--- config.mk ---
export PLATFORM = sky130hd
export DESIGN_NAME = z16_mmio_io
export DESIGN_NICKNAME = d
export VERILOG_FILES = /design/src/rtl/z16_mmio_pkg.sv /design/src/rtl/z16_debounce.sv /design/src/rtl/z16_mmio_io.sv
export SDC_FILE = /design/constraint.sdc
export NUM_CORES = 1
export LEC_CHECK = 0
export BUFFER_PORTS_ARGS = -buffer_cell sky130_fd_sc_hd__buf_2
export CELL_PAD_IN_SITES_DETAIL_PLACEMENT = 1
export CELL_PAD_IN_SITES_GLOBAL_PLACEMENT = 1
export CORE_MARGIN = 8
export CORE_UTILIZATION = 45
export DETAILED_ROUTE_END_ITERATION = 6
export PLACE_DENSITY = 0.85
export SYNTH_ARGS = -nofsm -noshare
export SYNTH_HDL_FRONTEND = slang
export SYNTH_SLANG_ARGS = --single-unit
--- constraint.sdc ---
create_clock -name i_clk -period 7.1 [get_ports i_clk]
set_clock_uncertainty 0.15 [all_clocks]
set_input_delay 1.42 -clock i_clk [delete_from_list [all_inputs] [get_ports i_clk]]
set_output_delay 1.42 -clock i_clk [all_outputs]
set_load 0.01 [all_outputs]
--- src/rtl/z16_mmio_pkg.sv ---
// z16_mmio_pkg: MMIO address map, LED width and address decode shared by the z16 I/O block.
package z16_mmio_pkg;
   localparam logic [15:0] ADDR_LED   = 16'h007A;
   localparam logic [15:0] ADDR_BTN   = 16'h007C;
   localparam logic [15:0] ADDR_TIMER = 16'h007E;
   localparam int LED_W = 6;
   typedef enum logic [1:0] {SEL_NONE, SEL_LED, SEL_BTN, SEL_TIMER} sel_e;
   function automatic sel_e decode(input logic [15:0] addr);
      return addr == ADDR_LED ? SEL_LED :
             addr == ADDR_BTN ? SEL_BTN :
             addr == ADDR_TIMER ? SEL_TIMER : SEL_NONE;
   endfunction
endpackage

--- src/rtl/z16_debounce.sv ---
// z16_debounce: 2-flop synchronizer plus consecutive-sample debouncer for the board button.
module z16_debounce #(
   parameter int DEBOUNCE_CYCLES = 270000
) (
   input  logic i_clk,
   input  logic i_rst,
   input  logic i_raw,
   output logic o_level,
   output logic o_rise
);
   localparam int CW = $clog2(DEBOUNCE_CYCLES);
   logic [1:0] sync;
   logic [CW-1:0] cnt;
   logic diff, done;
   assign diff = sync[1] ^ o_level;
   assign done = diff && cnt == CW'(DEBOUNCE_CYCLES - 1);
   // high during the cycle whose closing edge raises o_level
   assign o_rise = done & ~o_level;
   always_ff @(posedge i_clk or posedge i_rst) begin
      if (i_rst) begin
         sync    <= '0;
         cnt     <= '0;
         o_level <= 1'b0;
      end else begin
         sync <= {sync[0], i_raw};
         cnt  <= (diff && !done) ? cnt + CW'(1) : '0;
         if (done) o_level <= ~o_level;
      end
   end
endmodule

--- src/rtl/z16_mmio_io.sv ---
// z16_mmio_io: memory-mapped LED register, debounced button with sticky press flag,
// and free-running prescaled 16-bit timer for the z16 CPU data bus.
module z16_mmio_io
   import z16_mmio_pkg::*;
#(
   parameter int DEBOUNCE_CYCLES = 270000,
   parameter int TICK_DIV        = 27000
) (
   input  logic             i_clk,
   input  logic             i_rst,
   input  logic [15:0]      i_addr,
   input  logic             i_we,
   input  logic             i_re,
   input  logic [15:0]      i_wdata,
   input  logic             i_button,
   output logic [15:0]      o_rdata,
   output logic             o_hit,
   output logic [LED_W-1:0] o_led
);
   localparam int PW = TICK_DIV > 1 ? $clog2(TICK_DIV) : 1;
   sel_e sel;
   logic btn_level, btn_rise, press_flag, tc;
   logic [PW-1:0] pre;
   logic [15:0] timer;
   z16_debounce #(.DEBOUNCE_CYCLES(DEBOUNCE_CYCLES)) u_debounce (
      .i_clk  (i_clk),
      .i_rst  (i_rst),
      .i_raw  (i_button),
      .o_level(btn_level),
      .o_rise (btn_rise)
   );
   assign sel     = decode(i_addr);
   assign o_hit   = sel != SEL_NONE;
   assign o_rdata = sel == SEL_LED   ? {{(16-LED_W){1'b0}}, o_led} :
                    sel == SEL_BTN   ? {14'b0, press_flag, btn_level} :
                    sel == SEL_TIMER ? timer : 16'h0000;
   assign tc      = pre == PW'(TICK_DIV - 1);
   always_ff @(posedge i_clk or posedge i_rst) begin
      if (i_rst) begin
         o_led      <= '0;
         press_flag <= 1'b0;
         pre        <= '0;
         timer      <= 16'h0000;
      end else begin
         if (i_we && sel == SEL_LED) o_led <= i_wdata[LED_W-1:0];
         // a new press wins over a coincident read-clear
         press_flag <= btn_rise | (press_flag & ~(i_re && sel == SEL_BTN));
         if (i_we && sel == SEL_TIMER) begin
            timer <= i_wdata;
            pre   <= '0;
         end else begin
            pre   <= tc ? '0 : pre + PW'(1);
            timer <= timer + 16'(tc);
         end
      end
   end
endmodule

==> results.sh, run 1 <==
export IMPL_clockBufferDepth=2
export IMPL_async_flop_share=1.000
export IMPL_synth_cells=310
export IMPL_met1_usage=0.1781
export IMPL_row_count=30
export IMPL_synth_edf_count=0
export IMPL_synth_area_per_cell_sq_um=9.848
export IMPL_worstMarginPinSlew_ns=0.9830
export IMPL_hold_ws_ns=0.2269
export IMPL_vias_per_cell=5.362
export IMPL_routedWlPerCell_um=15.82
export IMPL_p_seq_frac=0.518
export IMPL_relSlewSlack=0.3392
export IMPL_worstPathRequired_ns=5.53
export IMPL_final_cells=458
export IMPL_synth_most_common_cell="dfrtp_1"
export IMPL_cts_root_buf="clkbuf_8"
export IMPL_synth_seq_area_share=0.4918
export IMPL_p_per_area_nw_per_um2=195.5
export IMPL_combPwrFrac=0.058
export IMPL_netlist_area_sq_um=3053
export IMPL_die_area_sq_um=9676
export IMPL_p_clk_frac=0.425
export IMPL_end_kind="output pin"
export IMPL_min_path_type="flop to flop"
export IMPL_grt_usage=0.1599
export IMPL_synth_cell_types=37
export IMPL_drtPass1Iterations=4
export IMPL_grt_pass1_wl_mm=12.46
export IMPL_worstHoldPathCells=0
export IMPL_worstSkewPairLatency_ns=0.34
export IMPL_synth_seq_cells=60
export IMPL_gp_congestion=0.8285
export IMPL_dieWidth_um=98.37
export IMPL_diodes=0
export IMPL_antenna_left=0
export IMPL_cts_hold_buf=0
export IMPL_dp_cells=444
export IMPL_grt_pass1_vias=2583
export IMPL_rsz0062_at_grt="false"
export IMPL_path_clk_slew_ns=0.06
export IMPL_setup_viol=0
export IMPL_first_iter_violations=84
export IMPL_worst_ep_arrival_time_ns=3.37
export IMPL_dp_hpwl_mm=5.437
export IMPL_area_delta_synth_final_pct=18.48
export IMPL_outcome="finished clean"
export IMPL_fin_crit_sh=0.6962
export IMPL_use_met3=0.05477
export IMPL_synth_fp_nets=351
export IMPL_final_layout_size_suffix_gt1_frac=0.2381
export IMPL_drc=0
export IMPL_start_kind="primary input"
export IMPL_grt_max_degree=61
export IMPL_maxCapViolCount=0
export IMPL_cts_setup_buffers=0
export IMPL_grt_use_met2=0.2679
export IMPL_slew_violations=0
export IMPL_nets=416
export IMPL_crit_type="primary input to output pin"
export IMPL_critPathMaxFanout=15
export IMPL_p_int_mw=0.5476
export IMPL_cts_tree="yes"
export IMPL_ys_top_cells_by_area="dfrtp_1, nor2_1, xnor2_1, xor2_1, mux2_2"
export IMPL_ys_top_cells_by_count="dfrtp_1, nor2_1, xnor2_1"
export IMPL_grt_busiest_layer="met2"
export IMPL_ys_flop_type="dfrtp_1"
export IMPL_numCtsBuffers=9
export IMPL_cts_sinks=60
export IMPL_p_sw_frac=0.2258
export IMPL_antenna_found_initial=0
export IMPL_fin_ws_ns=2.157
export IMPL_start_util=0.4569
export IMPL_core_area_sq_um=6681
export IMPL_num_io_pins=60
export IMPL_synth_top_area_cell="dfrtp_1"
export IMPL_synth_top_area_share=0.4918
export IMPL_final_setup_tns_ns=0
export IMPL_yosys_warnings=0
export IMPL_place_ws_ns=2.149
export IMPL_die_y_um=98.37
export IMPL_period_needed_ns=4.943
export IMPL_htree_num_levels=3
export IMPL_totalWireLength_mm=7.247
export IMPL_vias=2456
export IMPL_max_clock_freq_ghz=0.2023
export IMPL_p_leak_nw=1.722
export IMPL_overflow=0
export IMPL_ctsResizeCount=0
export IMPL_final_hold_viol_count=0
export IMPL_worst_r2r_cell_count=8
export IMPL_vdd_drop_max_v=0.0001111
export IMPL_numPortBuffers=59
export IMPL_switchingPower_mw=0.1597
routing by layer:
| metal | wire length, um | up-vias |
|---|---|---|
| li1 | - | 1195 |
| met1 | 3022 | 1198 |
| met2 | 3645 | 49 |
| met3 | 440 | 14 |
| met4 | 139 | 0 |
| met5 | 0 | - |
worst max-delay path, cell delays in order:
cell and delay [ns]:
buf_2 0.09, or4_1 0.63, nor4_2 0.85, a22o_1 0.24, buf_2 0.14
registers in the layout, summed over array words and instances, names as in the netlist:
| signal | flops |
|---|---|
| press_flag | 1 |
| timer | 16 |
| u_debounce.cnt | 19 |
| o_led | 6 |
| u_debounce.sync | 2 |
| pre | 15 |
| u_debounce.o_level | 1 |
cell usage in the layout (no fill, tap or decap), types with 2 or more instances in the layout:
master	n
or4_1	3
a21oi_1	14
mux2i_1	2
buf_2	59
a22o_1	4
clkbuf_8	11
nand3_1	19
xnor2_1	24
and4_1	2
nor2_1	59
dfrtp_1	60
nor4_1	9
and2_1	10
mux2_2	9
and3_1	4
o21ai_0	3
inv_1	7
nor3_1	3
nand3b_1	2
nand2b_1	3
ha_1	4
nand4_1	13
nand2_1	16
xor2_1	21
cells by family after synthesis:
family	Yosys count	synth area share
AO/OA/AOI/OAI	21	0.03934
XOR/XNOR	45	0.1291
adder cells (fa/ha/maj)	4	0.01639
buffers and inverters	14	0.01926
flip-flops	60	0.4918
multiplexers	11	0.03976
AND/OR/NAND/NOR	155	0.2643
layout make-up:
type,count,area (sq um)
Sequential cell,60,1501
Inverter,8,30.03
Clock buffer,12,155.1
Timing Repair Buffer,60,302.8
Fill cell,792,3064
Tap cell,80,100.1
Clock inverter,2,35.03
Multi-Input combinational cell,236,1493
final timing paths:
| path | startpoint | to | slack [ns] |
|---|---|---|---|
| worst min register to register | u_debounce.sync[0] | u_debounce.sync[1] | 0.23 |
| worst min-delay path | u_debounce.sync[0] | u_debounce.sync[1] | 0.23 |
| max in group asynchronous | i_rst | timer[5] | 5.16 |
| worst max-delay path | i_addr[9] | o_rdata[5] | 2.16 |
| min in group asynchronous | i_rst | u_debounce.cnt[14] | 1.15 |
| worst max register to register | pre[10] | timer[14] | 4.10 |
metrics by stage:
stage	area, sq um	power (mW)	utilization
after floorplan	3053	0.3937	-
after global placement	3427	0.4112	0.5129
after detailed placement	3427	0.4144	0.5129
after CTS	3617	0.7182	0.5414
after global routing	3617	0.7368	0.5414
final	3617	0.7073	0.5414
power by group through the flow:
stage | sequential (mW) | clock [mW] | combinational, mW
2_1_floorplan | 0.369 | 0 | 0.0249
3_3_place_gp | 0.371 | 0 | 0.0400
3_5_place_dp | 0.373 | 0 | 0.0418
4_1_cts | 0.366 | 0.310 | 0.0421
5_1_grt | 0.368 | 0.322 | 0.0466
6_report | 0.366 | 0.300 | 0.0407
No activity file was read; power rests on OpenSTA's default activity.
==> run 2: changes to the inputs <==
--- a/config.mk
+++ b/config.mk
@@ -5,13 +5,14 @@
 export SDC_FILE = /design/constraint.sdc
 export NUM_CORES = 1
 export LEC_CHECK = 0
+export ABC_AREA = 1
 export BUFFER_PORTS_ARGS = -buffer_cell sky130_fd_sc_hd__buf_2
 export CELL_PAD_IN_SITES_DETAIL_PLACEMENT = 1
 export CELL_PAD_IN_SITES_GLOBAL_PLACEMENT = 1
 export CORE_MARGIN = 8
-export CORE_UTILIZATION = 45
+export CORE_UTILIZATION = 41
 export DETAILED_ROUTE_END_ITERATION = 6
-export PLACE_DENSITY = 0.85
+export PLACE_DENSITY = 0.81
 export SYNTH_ARGS = -nofsm -noshare
 export SYNTH_HDL_FRONTEND = slang
 export SYNTH_SLANG_ARGS = --single-unit
==> constraint.sdc (replaced) <==
create_clock -name i_clk -period 4.8 [get_ports i_clk]
set_clock_uncertainty 0.15 [all_clocks]
set_input_delay 0.96 -clock i_clk [delete_from_list [all_inputs] [get_ports i_clk]]
set_output_delay 0.96 -clock i_clk [all_outputs]
set_load 0.01 [all_outputs]
==> run 2 against run 1 <==
Against the previous run: count of clock-buffer cells in the layout fell by 1; wire length grew 22%; global-route usage is 0.39 points higher; sequential share of layout area decreased by 3.8 points; synthesized cell count increased by 43%; power is 43% higher; via count grew 25%; final cell count grew 35%; sequential cell count did not move; worst setup slack got worse by 1.0 ns; critical path type unchanged; critical endpoint is now o_rdata[2]; largest power group unchanged.
==> results.sh, run 2 <==
export IMPL_outcome="finished clean"
export IMPL_crit_type="primary input to output pin"
export IMPL_synth_seq_cells=60
export IMPL_worst_ep_arrival_time_ns=2.53
export IMPL_cts_root_buf="clkbuf_8"
export IMPL_synth_fp_nets=483
export IMPL_num_io_pins=60
export IMPL_placed_area_sq_um=3810
export IMPL_period_needed_ns=3.642
export IMPL_final_setup_tns_ns=0
export IMPL_drtPass1Iterations=4
export IMPL_yosys_warnings=0
export IMPL_die_area_sq_um=11520
export IMPL_area_delta_synth_final_pct=16.31
export IMPL_vdd_drop_max_v=0.0001711
export IMPL_grt_pass1_vias=3368
export IMPL_cts_hold_buf=0
export IMPL_diodes=0
export IMPL_netlist_area_sq_um=3421
export IMPL_final_common_cell="nand2_1"
export IMPL_cp_num_cells=7
export IMPL_grt_usage=0.1637
export IMPL_max_clock_freq_ghz=0.2746
export IMPL_setup_viol=0
export IMPL_worstHoldPathCells=0
export IMPL_cpLargestDelayFamily="simple AND/OR/NAND/NOR gates"
export IMPL_largest_register_ffs=19
export IMPL_totalWireLength_mm=8.822
export IMPL_critPathMaxFanout=16
export IMPL_grt_max_degree=48
export IMPL_vias_per_cell=4.984
export IMPL_gp_congestion=0.8940
export IMPL_drc=0
export IMPL_fillCellCount=1086
export IMPL_worstPathCellList="buf_2 -> nor2_1 -> nand2_1 -> nor2_2 -> nand4_1 -> o21ai_0 -> buf_2"
export IMPL_synth_cell_types=31
export IMPL_cp_slowest_cell="nand4_1"
export IMPL_ys_top_cells_by_area="dfrtp_1, nand2_1, nor2_1, xor2_1, inv_1"
export IMPL_power_total_mw=1.013
export IMPL_final_hold_viol_count=0
export IMPL_cts_setup_buffers=0
export IMPL_ys_top_cells_by_count="nand2_1, nor2_1, dfrtp_1"
export IMPL_fin_crit_sh=0.7587
export IMPL_p_leak_nw=1.959
export IMPL_synth_most_common_cell="nand2_1"
export IMPL_nets=548
export IMPL_path_buf_inv=2
export IMPL_cts_tree="yes"
export IMPL_relSlewSlack=0.3278
export IMPL_antenna_left=0
export IMPL_cts_sinks=60
export IMPL_synth_edf_count=0
export IMPL_p_per_area_nw_per_um2=254.7
export IMPL_path_clk_slew_ns=0.07
export IMPL_row_count=33
export IMPL_htree_num_levels=3
export IMPL_clockBufferDepth=2
export IMPL_numCtsBuffers=9
export IMPL_multi_input_area_sq_um=1649
export IMPL_min_path_type="flop to flop"
export IMPL_synth_seq_area_share=0.4389
export IMPL_ff_latch_area_sq_um=1501
export IMPL_worstSkewPairLatency_ns=0.35
export IMPL_routedWlPerCell_um=14.30
export IMPL_dp_hpwl_mm=6.766
export IMPL_synth_top_area_share=0.4389
export IMPL_antenna_found_initial=0
export IMPL_top_regs="u_debounce.cnt x19, timer x16, pre x15"
export IMPL_worst_r2r_cell_count=12
export IMPL_maxCapViolCount=0
export IMPL_async_flop_share=1.000
export IMPL_slew_violations=0
export IMPL_rsz0062_at_grt="false"
export IMPL_cpPeakStageDelay_ns=0.55
export IMPL_synth_top_area_cell="dfrtp_1"
export IMPL_synth_cells=442
export IMPL_end_kind="output pin"
export IMPL_dieWidth_um=107.3
export IMPL_synth_area_per_cell_sq_um=7.739
export IMPL_worstPathRequired_ns=3.69
export IMPL_core_area_sq_um=8134
export IMPL_start_util=0.4206
export IMPL_crit_top_cell="buf_2"
export IMPL_final_area_sq_um=3979
export IMPL_ys_flop_type="dfrtp_1"
export IMPL_top_register="u_debounce.cnt"
export IMPL_die_y_um=107.3
export IMPL_numPortBuffers=59
export IMPL_ctsResizeCount=0
export IMPL_start_kind="primary input"
export IMPL_grt_pass1_wl_mm=15.35
export IMPL_final_layout_size_suffix_gt1_frac=0.2051
export IMPL_vias=3075
export IMPL_overflow=0
export IMPL_worstMarginPinSlew_ns=1.007
export IMPL_layout_common_cells="nand2_1, nor2_1, dfrtp_1"
export IMPL_first_iter_violations=93
-- run 2: per-stage QoR --
| step | utilization | cells | worst slack (ns) | hold WS (ns) |
|---|---|---|---|---|
| 5_1_grt | 0.4892 | 617 | 0.8741 | 0.2223 |
| 3_3_place_gp | 0.4684 | 601 | 1.210 | 0.1869 |
| 6_report | 0.4892 | 617 | 1.158 | 0.2093 |
| 4_1_cts | 0.4892 | 617 | 1.098 | 0.2113 |
| 2_1_floorplan | - | 442 | 1.825 | 0.1812 |
| 3_5_place_dp | 0.4684 | 601 | 1.099 | 0.1910 |
-- run 2: final cells by class --
type	instances	area share
Clock buffer	11	0.03553
Clock inverter	5	0.006918
Inverter	60	0.05660
Multi-Input combinational cell	316	0.4145
Sequential cell	60	0.3774
Tap cell	105	0.03302
Timing Repair Buffer	60	0.07610
-- run 2: path summary, 6_finish.rpt --
path                                    startpoint                  to  slack (ns)
worst max register to register              pre[0]           timer[14]        1.88
worst min-delay path            u_debounce.sync[0]  u_debounce.sync[1]        0.21
worst min register to register  u_debounce.sync[0]  u_debounce.sync[1]        0.21
max in group asynchronous                    i_rst            timer[4]        3.01
min in group asynchronous                    i_rst   u_debounce.cnt[1]        0.70
worst max-delay path                    i_addr[15]          o_rdata[2]        1.16
-- run 2: kinds of logic after synthesis --
group | Yosys count | share of synthesized area
and+or+nand+nor | 251 | 0.3339
buffers and inverters | 66 | 0.07901
DFF | 60 | 0.4389
AOI/OAI and AO/OA | 31 | 0.05669
xor gates and xnor gates | 30 | 0.07681
adders and majority gates | 4 | 0.01463
-- run 2: layer usage --
layer  up-vias  wire length [um]  global-route usage  share of wire
met5         -                 0                   0              0
met4         0               135             0.07830          0.015
met3         9               455             0.03653          0.052
met2        59              4409              0.2846           0.50
met1      1475              3822              0.1862           0.43
li1       1532                 -                   -              -
-- run 2: power by group --
group	leakage, nW	switching (mW)	internal, mW
Clock	0.0889	0.206	0.198
Combinational	1.10	0.0490	0.0271
Sequential	0.766	0.0133	0.521
Total	1.96	0.268	0.745
